**src/rtl/sdram_uart_pkg.sv**
```systemverilog
// Shared types and constants for the SDRAM read-FIFO to UART drain path.
// The UART_PARITY_EN macro selects the 11-bit frame with an even parity bit.
// The default build uses the 10-bit 8N1 frame.
package sdram_uart_pkg;

    typedef enum logic [2:0] {
        IDLE,
        WAIT_FILL,
        POP,
        LATCH,
        SEND_HI,
        SEND_LO,
        FIN
    } state_t;

    localparam int CLK_FREQ_HZ  = 50000000;
    localparam int BAUD_RATE    = 9600;
    localparam int BAUD_CNT_MAX = CLK_FREQ_HZ / BAUD_RATE;
    localparam int BAUD_CNT_W   = $clog2(BAUD_CNT_MAX);

`ifdef UART_PARITY_EN
    localparam int FRAME_BITS = 11;
`else
    localparam int FRAME_BITS = 10;
`endif

endpackage

```
**src/rtl/uart_byte_tx.sv**
```systemverilog
// Single-byte UART transmitter.
// The frame is a start bit, then D0..D7 LSB first, then an even parity bit
// when UART_PARITY_EN is defined, then a stop bit.
// tx is registered. The start bit appears one cycle after byte_load.
// byte_done pulses for one cycle when the stop bit has finished.
module uart_byte_tx #(
    parameter int BAUD_CNT_MAX = sdram_uart_pkg::BAUD_CNT_MAX
) (
    input  logic       clk_50m,
    input  logic       rst_n,
    input  logic       byte_load,
    input  logic [7:0] byte_data,
    output logic       tx,
    output logic       byte_done,
    output logic       byte_busy
);
    import sdram_uart_pkg::*;

    localparam int CNT_W = (BAUD_CNT_MAX > 1) ? $clog2(BAUD_CNT_MAX) : 1;
    localparam int BIT_W = $clog2(FRAME_BITS);

    logic [FRAME_BITS-1:0] frame;
    logic [CNT_W-1:0]      baud_cnt;
    logic [BIT_W-1:0]      bit_cnt;

    // Serialised frame, bit 0 first.
    function automatic logic [FRAME_BITS-1:0] build_frame(input logic [7:0] d);
`ifdef UART_PARITY_EN
        return {1'b1, ^d, d, 1'b0};
`else
        return {1'b1, d, 1'b0};
`endif
    endfunction

    // Load a frame when idle, then shift one bit out per baud period.
    always_ff @(posedge clk_50m or negedge rst_n) begin
        if (!rst_n) begin
            frame     <= '1;
            baud_cnt  <= '0;
            bit_cnt   <= '0;
            tx        <= 1'b1;
            byte_done <= 1'b0;
            byte_busy <= 1'b0;
        end else begin
            byte_done <= 1'b0;
            if (!byte_busy) begin
                if (byte_load) begin
                    frame     <= build_frame(byte_data);
                    tx        <= 1'b0;
                    baud_cnt  <= '0;
                    bit_cnt   <= '0;
                    byte_busy <= 1'b1;
                end
            end else if (baud_cnt == CNT_W'(BAUD_CNT_MAX - 1)) begin
                baud_cnt <= '0;
                if (bit_cnt == BIT_W'(FRAME_BITS - 1)) begin
                    byte_busy <= 1'b0;
                    byte_done <= 1'b1;
                    tx        <= 1'b1;
                end else begin
                    bit_cnt <= bit_cnt + 1'b1;
                    tx      <= frame[1];
                    frame   <= {1'b1, frame[FRAME_BITS-1:1]};
                end
            end else begin
                baud_cnt <= baud_cnt + 1'b1;
            end
        end
    end

endmodule

```
**src/rtl/sdram_rd_uart_tx.sv**
```systemverilog
// Drains bursts of DATA_NUM 16-bit words from sdram_top's read FIFO.
// Each word is sent on the UART as two bytes, high byte first.
// The UART frame is 8N1 by default. It adds an even parity bit when
// UART_PARITY_EN is defined.
// read_valid is driven low once the burst is buffered, so the SDRAM side
// holds off refilling until the next start.
module sdram_rd_uart_tx #(
    parameter int DATA_NUM     = 10,
    parameter int CLK_FREQ     = 50000000,
    parameter int BAUD         = 9600,
    parameter int BAUD_CNT_MAX = CLK_FREQ / BAUD
) (
    input  logic        clk_50m,
    input  logic        rst_n,
    input  logic        start,
    input  logic [9:0]  rd_fifo_num,
    input  logic [15:0] rd_fifo_rd_data,
    output logic        rd_fifo_rd_req,
    output logic        read_valid,
    output logic        tx,
    output logic        busy,
    output logic        done
);
    import sdram_uart_pkg::*;

    localparam int WCNT_W = $clog2(DATA_NUM + 1);

    state_t            state;
    logic [WCNT_W-1:0] word_cnt;
    logic [15:0]       word_reg;
    logic              byte_load;
    logic [7:0]        byte_data;
    logic              byte_done;
    logic              byte_busy;

    // The FIFO is non-showahead. The pop issues in POP so the data is valid in LATCH.
    // An empty FIFO holds the pop off.
    assign rd_fifo_rd_req = (state == POP) && (rd_fifo_num != '0);
    assign byte_data      = (state == SEND_LO) ? word_reg[7:0] : word_reg[15:8];

    // Burst sequencing: fill gate, pop, latch, then two bytes per word.
    always_ff @(posedge clk_50m or negedge rst_n) begin
        if (!rst_n) begin
            state      <= IDLE;
            word_cnt   <= '0;
            word_reg   <= '0;
            byte_load  <= 1'b0;
            read_valid <= 1'b1;
            busy       <= 1'b0;
            done       <= 1'b0;
        end else begin
            byte_load <= 1'b0;
            done      <= 1'b0;
            unique case (state)
                IDLE: begin
                    if (start) begin
                        state      <= WAIT_FILL;
                        busy       <= 1'b1;
                        read_valid <= 1'b1;
                        word_cnt   <= '0;
                    end
                end
                WAIT_FILL: begin
                    if (rd_fifo_num >= 10'(DATA_NUM)) begin
                        read_valid <= 1'b0;
                        state      <= POP;
                    end
                end
                POP: begin
                    if (rd_fifo_num != '0) state <= LATCH;
                end
                LATCH: begin
                    word_reg  <= rd_fifo_rd_data;
                    word_cnt  <= word_cnt + 1'b1;
                    byte_load <= 1'b1;
                    state     <= SEND_HI;
                end
                SEND_HI: begin
                    if (byte_done) begin
                        byte_load <= 1'b1;
                        state     <= SEND_LO;
                    end
                end
                SEND_LO: begin
                    if (byte_done)
                        state <= (word_cnt == WCNT_W'(DATA_NUM)) ? FIN : POP;
                end
                FIN: begin
                    if (!byte_busy) begin
                        done  <= 1'b1;
                        busy  <= 1'b0;
                        state <= IDLE;
                    end
                end
                default: state <= IDLE;
            endcase
        end
    end

    uart_byte_tx #(
        .BAUD_CNT_MAX (BAUD_CNT_MAX)
    ) u_byte_tx (
        .clk_50m   (clk_50m),
        .rst_n     (rst_n),
        .byte_load (byte_load),
        .byte_data (byte_data),
        .tx        (tx),
        .byte_done (byte_done),
        .byte_busy (byte_busy)
    );

endmodule
```
**config.mk**
```make
export PLATFORM = sky130hd
export DESIGN_NAME = sdram_rd_uart_tx
export DESIGN_NICKNAME = d
export VERILOG_FILES = /design/src/rtl/sdram_uart_pkg.sv /design/src/rtl/uart_byte_tx.sv /design/src/rtl/sdram_rd_uart_tx.sv
export SDC_FILE = /design/constraint.sdc
export NUM_CORES = 1
export LEC_CHECK = 0
export ABC_AREA = 1
export BUFFER_PORTS_ARGS = -buffer_cell sky130_fd_sc_hd__buf_2
export CAP_MARGIN = 20
export CORE_MARGIN = 4
export CORE_UTILIZATION = 35
export CTS_CLUSTER_DIAMETER = 100
export DETAILED_ROUTE_END_ITERATION = 16
export MAX_ROUTING_LAYER = met4
export SETUP_SLACK_MARGIN = 0.15
export SKIP_LAST_GASP = 1
export SLEW_MARGIN = 20
export SYNTH_ARGS = -nofsm -noshare
export SYNTH_HDL_FRONTEND = slang
export SYNTH_HIERARCHICAL = 1
export SYNTH_SLANG_ARGS = --single-unit
```
**constraint.sdc**
```tcl
create_clock -name clk_50m -period 3 [get_ports clk_50m]
set_input_delay 0.15 -clock clk_50m [delete_from_list [all_inputs] [get_ports clk_50m]]
set_output_delay 0.15 -clock clk_50m [all_outputs]
set_load 0.02 [all_outputs]
```
# Yosys cells after proc, flatten, opt, wreduce, memory -nomap -nowiden
# Cells that the tools add are included.
[op_classes] addsub=3 order_cmp=1 eq_ne=17 mux=42 n_reduce_logical=13
[ops] cell="$mux W10" n=4
[ops] cell="$mux W13" n=3
[ops] cell="$mux W3" n=7
[ops] cell="$pmux W3 S7" n=1
[ops] cell="$mux W4" n=5
[ops] cell="$mux W1" n=17
[ops] cell="$add A13 B1 Y13 const B" n=1
[ops] cell="$eq A13 B13 Y1 const B" n=1
[ops] cell="$ge A10 B4 Y1 const B" n=1
[ops] cell="$ne A2 B2 Y1 const B" n=5
[ops] cell="$reduce_bool A10 Y1" n=1
[ops] cell="$eq A3 B3 Y1 const B" n=3
[ops] cell="$reduce_and A3 Y1" n=3
[ops] cell="$add A4 B1 Y4 const B" n=2
[ops] cell="$eq A4 B4 Y1 const B" n=2
[ops] cell="$mux W8" n=1
[ops] cell="$pmux W4 S2" n=1
[ops] cell="$reduce_bool A2 Y1" n=4
[ops] cell="$eq A3 B2 Y1 const B" n=2
[ops] cell="$ne A2 B1 Y1 const B" n=3
[ops] cell="$pmux W1 S2" n=3
[ops] cell="$reduce_and A6 Y1" n=1
[ops] cell="$reduce_and A2 Y1" n=2
[ops] cell="$eq A3 B1 Y1 const B" n=1
[ops] cell="2 further kinds" n=2
[word_totals] register_bits=57 input_bits=29 word_cells=89

# Logic depth before layout (Yosys ltp)
# Gate-level depths: netlist (run 1).
[depth] ltp_word=4 depth_mapped=9

# Modules after synthesis
# The synthesis (run 1) kept the hierarchy.
[modules_own_cells] module="uart_byte_tx" n_inst=1 cells_per_inst=213 area_per_inst_um2=1627.8 seq_area_each_um2=711.9
[modules_own_cells] module="sdram_rd_uart_tx" n_inst=1 cells_per_inst=178 area_per_inst_um2=1358.8 seq_area_each_um2=676.9

# Least setup slack after synthesis (run 1)
# No wires, ideal clock.
[synth_timing] path_kind="register to register" start="reg state[1]" end="reg u_byte_tx.frame[8]" setup_time_ns=0.076 arrival_ns=1.348 required_ns=2.924 setup_slack_ns=1.576 path_stages_with_launch=8 path_buffers=1 period_less_slack_ns=1.424 path_cell_list="dfrtp_1 inv_2 nand3_1 buf_2 o21ai_0 or2_2 nand4_1 nand2_1"
[synth_between] elab_chain_cells=4
[synth_rtl] item="start: declaration" line="sdram_rd_uart_tx.sv:28" source="state_t state;"
[synth_rtl] item="start signal: assignment" line="sdram_rd_uart_tx.sv:86" source="state <= (word_cnt == WCNT_W'(DATA_NUM)) ? FIN : POP;"
[synth_rtl] item="$eq A3 B3 Y1" line="sdram_rd_uart_tx.sv:39" source="assign byte_data = (state == SEND_LO) ? word_reg[7:0] : word_reg[15:8];"
[synth_rtl] item="$mux W8" line="sdram_rd_uart_tx.sv:39"
[synth_rtl] item="net byte_data[7]" line="sdram_rd_uart_tx.sv:32" source="logic [7:0] byte_data;"
[synth_rtl] item="$mux W10" line="uart_byte_tx.sv:47" source="if (byte_load) begin"
[synth_rtl] item="$mux W10" line="uart_byte_tx.sv:46" source="if (!byte_busy) begin"
[synth_rtl] item="end signal: assignment" line="uart_byte_tx.sv:48" source="frame <= build_frame(byte_data);"
[synth_rtl] item="end signal: assignment" line="uart_byte_tx.sv:63" source="frame <= {1'b1, frame[FRAME_BITS-1:1]};"
[synth_rtl] item="end: declaration" line="uart_byte_tx.sv:22" source="logic [FRAME_BITS-1:0] frame;"
# The timed path passes the listed nets, and every way through them passes these cells. The select of a mux whose other input is x is not followed.
# A chain may end at the register's enable or synchronous reset.

# Worst setup path in the final report (run 1)
[layout_timing] start="reg u_byte_tx.byte_busy" end="reg u_byte_tx.frame[1]"
[layout_between] elab_chain_cells=2 word_cells_on_any_way=5 cone_classes="eq/ne (2); mux (1); reduce/logical (2)"
[layout_rtl] item="start: declaration" line="uart_byte_tx.sv:15" source="output logic byte_busy"
[layout_rtl] item="start signal: assignment" line="uart_byte_tx.sv:43" source="byte_busy <= 1'b0;"
[layout_rtl] item="start signal: assignment" line="uart_byte_tx.sv:52" source="byte_busy <= 1'b1;"
[layout_rtl] item="start signal: assignment" line="uart_byte_tx.sv:57" source="byte_busy <= 1'b0;"
[layout_rtl] item="$ne A2 B2 Y1 (no line) or $reduce_bool A2 Y1 (tied branches)"
[layout_rtl] item="$reduce_and A3 Y1 (no line)"
# Several ways; a longest one is shown, not always the timed one.

==> flow_summary.json, run 1 <==
{
  "status": "complete, no violations",
  "yosys_warnings": 6,
  "synth.avg_cell_area_sq_um": 7.64,
  "r2r_end": "u_byte_tx/frame[1]",
  "yosys.area_share.adder": 0.0209,
  "dieWidth_um": 100,
  "worstMarginPinSlew_ns": 0.828,
  "synth_compound_area_frac": 0.0716,
  "post-place-ws_ns": 0.926,
  "min_from": "rd_fifo_rd_data[8]",
  "cap_violations": 0,
  "rsz0062_at_grt": "false",
  "fillers": 889,
  "hold_buffers": 1,
  "syn-instance-count": 391,
  "post-cts-setup-buffers": 0,
  "tritoncts.num_buffers": 5,
  "fin_skew_ns": 0.0101,
  "grt_antenna_before_repair": 0,
  "grt_pass1_vias": 2471,
  "yosysSeqAreaShare": 0.465,
  "power_leakage_nw": 1.69,
  "ir_drop_uv": 214,
  "synthSimpleGateAreaFrac": 0.348,
  "dp.cells": 519,
  "hpwlAfterDp_um": 4360,
  "power_density_mw_per_mm2": 387,
  "grt_pass1_wl_um": 10800,
  "hp-class": "in -> reg",
  "fp.dieH_um": 100,
  "num_vias": 2495,
  "timing.final.ws_setup_ns": 0.866,
  "layoutNonFillerInstCount": 528,
  "wl_um": 6060,
  "cp_slowest_cell": "dfrtp_1",
  "finalMaxSlewViolations": 0,
  "syn2layout_area_growth_pct": 11.4,
  "core_sq_mm": 0.00826,
  "r2r_slack_ns": 0.87,
  "hold_depth": 3,
  "grt_overflow": 0,
  "crit_required_ns": 3.24,
  "largest_reg_flops": 16,
  "crit_buf_inv": 0,
  "finalSetupViolations": 0,
  "slew_headroom": 0.448,
  "cts_tree": "done",
  "path_clk_slew_ns": 0.11,
  "synth_top_area_frac": 0.377,
  "end_kind": "register",
  "fin_crit_sh": 0.711,
  "initial_core_util": 0.362,
  "port_buffers": 33,
  "grt_usage": 0.130,
  "path_cells": "nand3_1, nand3_2, nand2_1, nand2_1",
  "top_level_ports": 34,
  "gp_congestion": 0.812,
  "critPathMaxFanout": 20,
  "worstPathArrival_ns": 2.38,
  "clock_path_buffers": 2,
  "fp-row-count": 33,
  "clock_latency_ns": 0.30,
  "p_total_mw": 1.29,
  "hold_viol_final": 0,
  "synth_area_leader_cell": "dfrtp_1",
  "grt_max_degree": 37,
  "hold_path_end": "word_reg[8]",
  "setup_tns_ns": 0,
  "worst_r2r_path_depth": 4,
  "drc": 0,
  "critical_path.max_stage_delay_ns": 0.82,
  "ctsResizeCount": 0,
  "nets": 456,
  "viasPerCell": 4.73,
  "fmax_mhz": 469,
  "synthDistinctLibCells": 31,
  "synth.ff_latch_count": 55,
  "synth_xor_area_frac": 0.0117,
  "synth_area_leaders": "dfrtp_1 (38%), nand2_1 (18%), dfstp_2 (8.8%)",
  "die_area_sq_mm": 0.0101,
  "critPathTopFamily": "simple AND/OR/NAND/NOR gates",
  "synth_nets": 425,
  "drt_iter0_markers": 138,
  "r2r-start": "u_byte_tx/byte_busy",
  "root_buffer": "clkbuf_8",
  "start_kind": "register",
  "synth_mux_area_frac": 0,
  "detail-route-antenna-nets": 0,
  "drive_above_1_share": 0.184,
  "syn_area_sq_mm": 0.00299,
  "numClockSinks": 55,
  "critPathKind": "reg -> reg",
  "synth_top_family_by_area": "simple AND/OR/NAND/NOR gates",
  "first_pass_iters": 6,
  "timing.final.crit_period_ns": 2.13,
  "post_drt_wl_per_cell_um": 11.5,
  "crit_top_cell": "nand2_1",
  "cts_max_level": 2,
  "antenna_cells": 0
}
==> Yosys cell counts, drive strengths merged <==
| library cell | count |
|---|---|
| a21boi | 1 |
| a21oi | 2 |
| a32o | 1 |
| and2 | 1 |
| buf | 10 |
| clkbuf | 2 |
| dfrtp | 45 |
| dfstp | 10 |
| ha | 5 |
| inv | 40 |
| nand2 | 148 |
| nand3 | 27 |
| nand4 | 22 |
| nor2 | 33 |
| nor3 | 2 |
| nor4 | 1 |
| o21ai | 28 |
| o21bai | 1 |
| o22ai | 5 |
| o31ai | 1 |
| or2 | 2 |
| xnor2 | 2 |
| xor2 | 2 |
==> metal layers <==
metal	part of all wire	up-vias	track usage	wire, um
met5	0	-	-	0
li1	-	1316	-	-
met1	0.51	1145	0.170	3060
met2	0.46	32	0.210	2820
met4	0.0023	0	0.0269	14
met3	0.027	2	0.0243	165
==> placed cells by master, fill, tap and decap left out, types with 3 or more instances in the layout <==
cell type  synthesis  layout
nand2_1          145     145
dfrtp_1           45      45
buf_2              7      33
inv_1             30      30
o21ai_0           28      28
nor2_1            27      27
nand3_1           24      24
nand4_1           22      22
inv_2             10      10
dfstp_2           10      10
nor2_2             5       5
o22ai_1            5       5
ha_1               5       5
clkbuf_8           2       5
nand3_2            3       3
==> kinds of logic (layout without fill, tap and decap cells) <==
logic type               after synthesis  after routing
flip-flops                            55             55
adder cells (fa/ha/maj)                5              5
AO/OA/AOI/OAI                         39             39
XOR/XNOR                               4              4
buffers and inverters                 52             84
AND/OR/NAND/NOR                      236            236
==> worst max path at each step <==
stage,start,to,slack [ns],cells past startpoint
after global placement,u_byte_tx/byte_busy,u_byte_tx/bit_cnt[3],0.90,4
final,u_byte_tx/byte_busy,u_byte_tx/frame[1],0.87,4
after global routing,u_byte_tx/byte_busy,u_byte_tx/frame[1],0.65,4
after detailed placement,u_byte_tx/byte_busy,u_byte_tx/frame[1],0.93,4
after floorplan,state[1],u_byte_tx/frame[8],1.58,7
after CTS,u_byte_tx/byte_busy,u_byte_tx/frame[1],0.89,4
==> worst register-to-register path: stages, from the launching register on <==
cell     delay, ns
dfrtp_1       0.82
nand3_1       0.65
nand3_2       0.44
nand2_1       0.09
nand2_1       0.07
==> metrics by stage <==
step                hold slack (ns)   util  cell area [sq um]
floorplan                    -0.146      -               2990
global placement              0.309  0.388               3200
detailed placement            0.299  0.388               3200
CTS                          0.0134  0.403               3330
global route                 0.0274  0.403               3330
finish                       0.0270  0.403               3330
==> where the power goes <==
group          switching (mW)  leakage, nW  internal (mW)  total (mW)
logic                  0.0224         1.02         0.0168      0.0392
clock network           0.253       0.0587          0.254       0.507
registers                   0        0.617          0.742       0.742
total                   0.276         1.69           1.01        1.29
==> cell type report <==
class                      count  area [sq um]  area share
sequential                    55          1390       0.417
multi-input combinational    284          1350       0.406
timing repair buffer          36           190      0.0571
inverter                      40           150      0.0451
tap                          105           131      0.0395
clock buffer                   5          68.8      0.0207
clock inverter                 3          47.5      0.0143
(Power assumes the default switching activity.)
==> inputs of run 2 (changes only) <==
==> constraint.sdc (replaced) <==
create_clock -name clk_50m -period 1.9 [get_ports clk_50m]
set_input_delay 0.095 -clock clk_50m [delete_from_list [all_inputs] [get_ports clk_50m]]
set_output_delay 0.095 -clock clk_50m [all_outputs]
set_load 0.02 [all_outputs]
==> flow_summary.json, run 2 (synthesis gave the netlist of run 1 again) <==
{
  "status": "finished with violations",
  "violations": "hold timing",
  "grt_max_degree": 36,
  "numClockSinks": 55,
  "syn2layout_area_growth_pct": 18.6,
  "fin_skew_ns": 0.00892,
  "grt_usage": 0.138,
  "drc": 0,
  "placed_cell_area_sq_mm": 0.00324,
  "mostFrequentLayoutCells": "nand2_1 (145), dfrtp_1 (45), buf_2 (33)",
  "min_from": "rd_fifo_rd_data[5]",
  "wl_um": 6130,
  "cts_tree": "done",
  "worstPathArrival_ns": 1.77,
  "path_clk_slew_ns": 0.09,
  "dieWidth_um": 100,
  "grt_overflow": 0,
  "first_pass_iters": 4,
  "crit_required_ns": 2.10,
  "fp-row-count": 33,
  "finalMaxSlewViolations": 0,
  "start_kind": "register",
  "drt_iter0_markers": 81,
  "cts_max_level": 2,
  "num_vias": 2557,
  "setup_tns_ns": 0,
  "power_density_mw_per_mm2": 583,
  "rsz0062_at_grt": "false",
  "ir_drop_uv": 308,
  "post_drt_wl_per_cell_um": 11.2,
  "antenna_cells": 0,
  "hold_viol_final": 1,
  "initial_core_util": 0.362,
  "cap_violations": 0,
  "core_sq_mm": 0.00826,
  "top_level_ports": 34,
  "die_area_sq_mm": 0.0101,
  "hp-class": "in -> reg",
  "layout_commonest_cell": "nand2_1",
  "root_buffer": "clkbuf_8",
  "worstMarginPinSlew_ns": 0.504,
  "gp_congestion": 0.865,
  "detail-route-antenna-nets": 0,
  "r2r-start": "u_byte_tx/baud_cnt[0]",
  "power_leakage_nw": 1.78,
  "p_total_mw": 2.06,
  "critPathMaxFanout": 19,
  "clock_path_buffers": 2,
  "final_util": 0.429,
  "finalSetupViolations": 0,
  "fin_crit_sh": 0.828,
  "drive_above_1_share": 0.188,
  "cp-startpoint": "u_byte_tx/baud_cnt[0]",
  "port_buffers": 33,
  "critPathKind": "reg -> reg",
  "fmax_mhz": 636,
  "timing.final.crit_period_ns": 1.57,
  "clock_latency_ns": 0.30,
  "grt_pass1_vias": 2488,
  "tritoncts.num_buffers": 5,
  "largest_reg_flops": 16,
  "slew_headroom": 0.664,
  "end_kind": "register",
  "grt_antenna_before_repair": 0,
  "final_area_sq_mm": 0.00354,
  "grt_pass1_wl_um": 11300,
  "worst_hold_slack_ns": -0.00153,
  "fp.dieH_um": 100,
  "post-cts-setup-buffers": 0,
  "hpwlAfterDp_um": 4340,
  "nets": 475,
  "viasPerCell": 4.67
}
-- run 2: cell types whose count changed in the layout (fill, tap and decap cells not counted), sizes merged --
cell         change
buf              +4
clkbuf           +1
inv              -1
dlygate4sd3     +15
-- run 2: final cells by class --
| type | count | area, sq um |
|---|---|---|
| timing repair buffer | 55 | 383 |
| tap | 105 | 131 |
| multi-input combinational | 284 | 1370 |
| clock buffer | 6 | 82.6 |
| clock inverter | 2 | 35.0 |
| inverter | 40 | 150 |
| sequential | 55 | 1390 |
| fill | 821 | 4710 |
-- run 2: worst paths after layout --
check | slack (ns) | cells past startpoint | end
hold / removal | -0.002 | 3 | word_reg[5]
setup / recovery | 0.33 | 8 | u_byte_tx/bit_cnt[1]
setup reg to reg | 0.33 | 8 | u_byte_tx/bit_cnt[1]
min in group asynchronous | 0.28 | 2 | u_byte_tx/baud_cnt[10]
hold reg to reg | 0.47 | 2 | u_byte_tx/frame[2]
max in group asynchronous | 0.98 | 3 | u_byte_tx/frame[3]
-- run 2: per-stage QoR --
stage / std cells / worst slack (ns)
2_1_floorplan: 391 / 0.476
3_3_place_gp: 523 / 0.194
3_5_place_dp: 523 / 0.183
4_1_cts: 547 / 0.174
5_1_grt: 547 / 0.163
6_report: 547 / 0.327
-- run 2: power by group --
| group | switching, mW | internal [mW] |
|---|---|---|
| combinational | 0.0389 | 0.0480 |
| clock | 0.380 | 0.427 |
| sequential | 0 | 1.17 |
-- run 2: worst max-delay path: stages, from the launching register on --
cell     delay, ns
dfrtp_1       0.41
ha_1          0.19
nand2_2       0.09
nor2_2        0.13
nand3_2       0.16
nand2_8       0.17
nand3_4       0.17
nand2_1       0.10
nand2_1       0.05
-- run 2: repair_timing --
action                     in CTS  in global routing
hold endpoints to repair       29                  0
setup endpoints to repair       0                 12
hold buffers                   16                  0
gates resized for setup         0                  3
-- run 2: layer usage --
metal  wire length (um)  vias up  track usage
met5                  0        -            -
met4                 40        0       0.0269
met3                177        5       0.0229
met2               2900       29        0.229
met1               3020     1162        0.178
li1                   -     1361            -
==> inputs of run 3 (changes only) <==
==> constraint.sdc (replaced) <==
create_clock -name clk_50m -period 1.4 [get_ports clk_50m]
set_input_delay 0.07 -clock clk_50m [delete_from_list [all_inputs] [get_ports clk_50m]]
set_output_delay 0.07 -clock clk_50m [all_outputs]
set_load 0.02 [all_outputs]
==> flow_summary.json, run 3 (synthesis gave the netlist of run 1 again) <==
{
  "status": "finished with violations",
  "violations": "setup timing",
  "wl_met3_um": 225,
  "top_layer": "met4",
  "power_leakage_nw": 2.22,
  "clock_latency_ns": 0.32,
  "grt_pass1_vias": 2886,
  "final_area_sq_mm": 0.00451,
  "dp.cells": 550,
  "port_buffers": 33,
  "hpwlAfterDp_um": 4870,
  "fin_skew_ns": 0.0123,
  "dieWidth_um": 100,
  "post-place-ws_ns": -0.0348,
  "drive_above_1_share": 0.408,
  "nets": 538,
  "grt_overflow": 0,
  "post_drt_wl_per_cell_um": 13.7,
  "grt_max_degree": 46,
  "detail-route-antenna-nets": 0,
  "grt_pass1_wl_um": 12900,
  "layout_commonest_cell": "nand2_1",
  "cap_violations": 0,
  "fp-row-count": 33,
  "end_kind": "output pin",
  "numClockSinks": 55,
  "hold_viol_final": 0,
  "fmax_mhz": 683,
  "crit_required_ns": 1.33,
  "timing.final.ws_setup_ns": -0.0647,
  "initial_core_util": 0.362,
  "multi_input_area_sq_mm": 0.00170,
  "p_total_mw": 2.64,
  "first_pass_iters": 4,
  "drt_iter0_markers": 150,
  "top_level_ports": 34,
  "drt-met1-wl_um": 3590,
  "fin_crit_sh": 1.05,
  "fillers": 728,
  "fp.dieH_um": 100,
  "gp_congestion": 0.938,
  "mostFrequentLayoutCells": "nand2_1 (122), dfrtp_1 (42), buf_4 (39)",
  "regArea_sq_mm": 0.00139,
  "critPathMaxFanout": 4,
  "tritoncts.num_buffers": 5,
  "ir_drop_uv": 520,
  "antenna_cells": 0,
  "worstMarginPinSlew_ns": 0.400,
  "path_clk_slew_ns": 0.11,
  "die_area_sq_mm": 0.0101,
  "grt_usage": 0.162,
  "critPathKind": "reg -> out",
  "drc": 0,
  "num_vias": 2993,
  "rsz0062_at_grt": "true",
  "cts_max_level": 2,
  "start_kind": "register",
  "cts_tree": "done",
  "slew_headroom": 0.733,
  "wl_um": 8380,
  "core_sq_mm": 0.00826,
  "syn2layout_area_growth_pct": 51.1,
  "placed_cell_area_sq_mm": 0.00348,
  "clock_path_buffers": 2,
  "wl_met2_um": 4460,
  "finalMaxSlewViolations": 0,
  "root_buffer": "clkbuf_8",
  "viasPerCell": 4.91,
  "finalSetupViolations": 3,
  "worstPathArrival_ns": 1.39,
  "layoutNonFillerInstCount": 610,
  "power_density_mw_per_mm2": 586,
  "largest_reg_flops": 16,
  "grt_antenna_before_repair": 0,
  "timing.final.crit_period_ns": 1.46,
  "hp-class": "in -> async"
}
==> run 3: cell count changes in the layout (fill, tap and decap cells not counted), moves of 9 or more <==
cell | before | now
nor2_1 | 27 | 18
buf_6 | 0 | 16
nand3_1 | 23 | 13
nand2_2 | 2 | 19
o21ai_0 | 28 | 10
nand2_1 | 145 | 122
o21ai_1 | 0 | 14
buf_4 | 5 | 39
==> run 3: per-layer routing <==
metal / up-vias / track usage
li1: 1494 / -
met1: 1440 / 0.196
met2: 48 / 0.276
met3: 11 / 0.0257
met4: 0 / 0.0549
met5: - / -
==> run 3: power breakdown <==
part	switching, mW	internal [mW]
clock network	0.562	0.365
registers	0	1.59
logic	0.0604	0.0675
==> run 3: timing repair <==
action,CTS,global route
gates resized for setup,40,103
buffers inserted,11,18
hold buffers,17,0
hold endpoints to repair,61,0
pin swaps,21,36
cloned,3,3
setup endpoints to repair,45,52
==> run 3: final cells by class <==
| type | instances | share of cell area |
|---|---|---|
| clock buffer | 6 | 0.0161 |
| clock inverter | 2 | 0.00388 |
| timing repair buffer | 113 | 0.215 |
| multi-input combinational | 286 | 0.376 |
| sequential | 55 | 0.309 |
| inverter | 40 | 0.0416 |
| tap | 105 | 0.0291 |
| timing repair inverter | 3 | 0.00970 |
==> run 3: final timing paths <==
path                                    startpoint                     end  slack, ns  depth (start not counted)
worst min register to register  u_byte_tx/frame[1]      u_byte_tx/frame[1]       0.47                          2
worst min-delay path                         rst_n  u_byte_tx/baud_cnt[10]       0.16                          2
worst max-delay path                      state[2]          rd_fifo_rd_req      -0.06                          5
min in group clk_50m                         start              read_valid       0.18                          6
worst max register to register            state[2]                state[0]      -0.02                          8
max in group asynchronous                    rst_n            u_byte_tx/tx       0.66                          3
==> run 3: metrics by stage <==
step	hold slack (ns)	setup TNS (ns)	utilization
after floorplan	-0.226	0	-
after global placement	-0.0293	0	0.421
after detailed placement	-0.0295	-0.169	0.421
after CTS	0.112	-0.0491	0.488
after global routing	0.167	-1.88	0.547
final	0.157	-0.0906	0.547
==> run 3: critical path, cell delays in order, from the launching register on <==
cell and delay, ns:
dfrtp_1 0.42, buf_6 0.14, nor3_4 0.20, inv_2 0.06
a21oi_2 0.10, buf_4 0.15
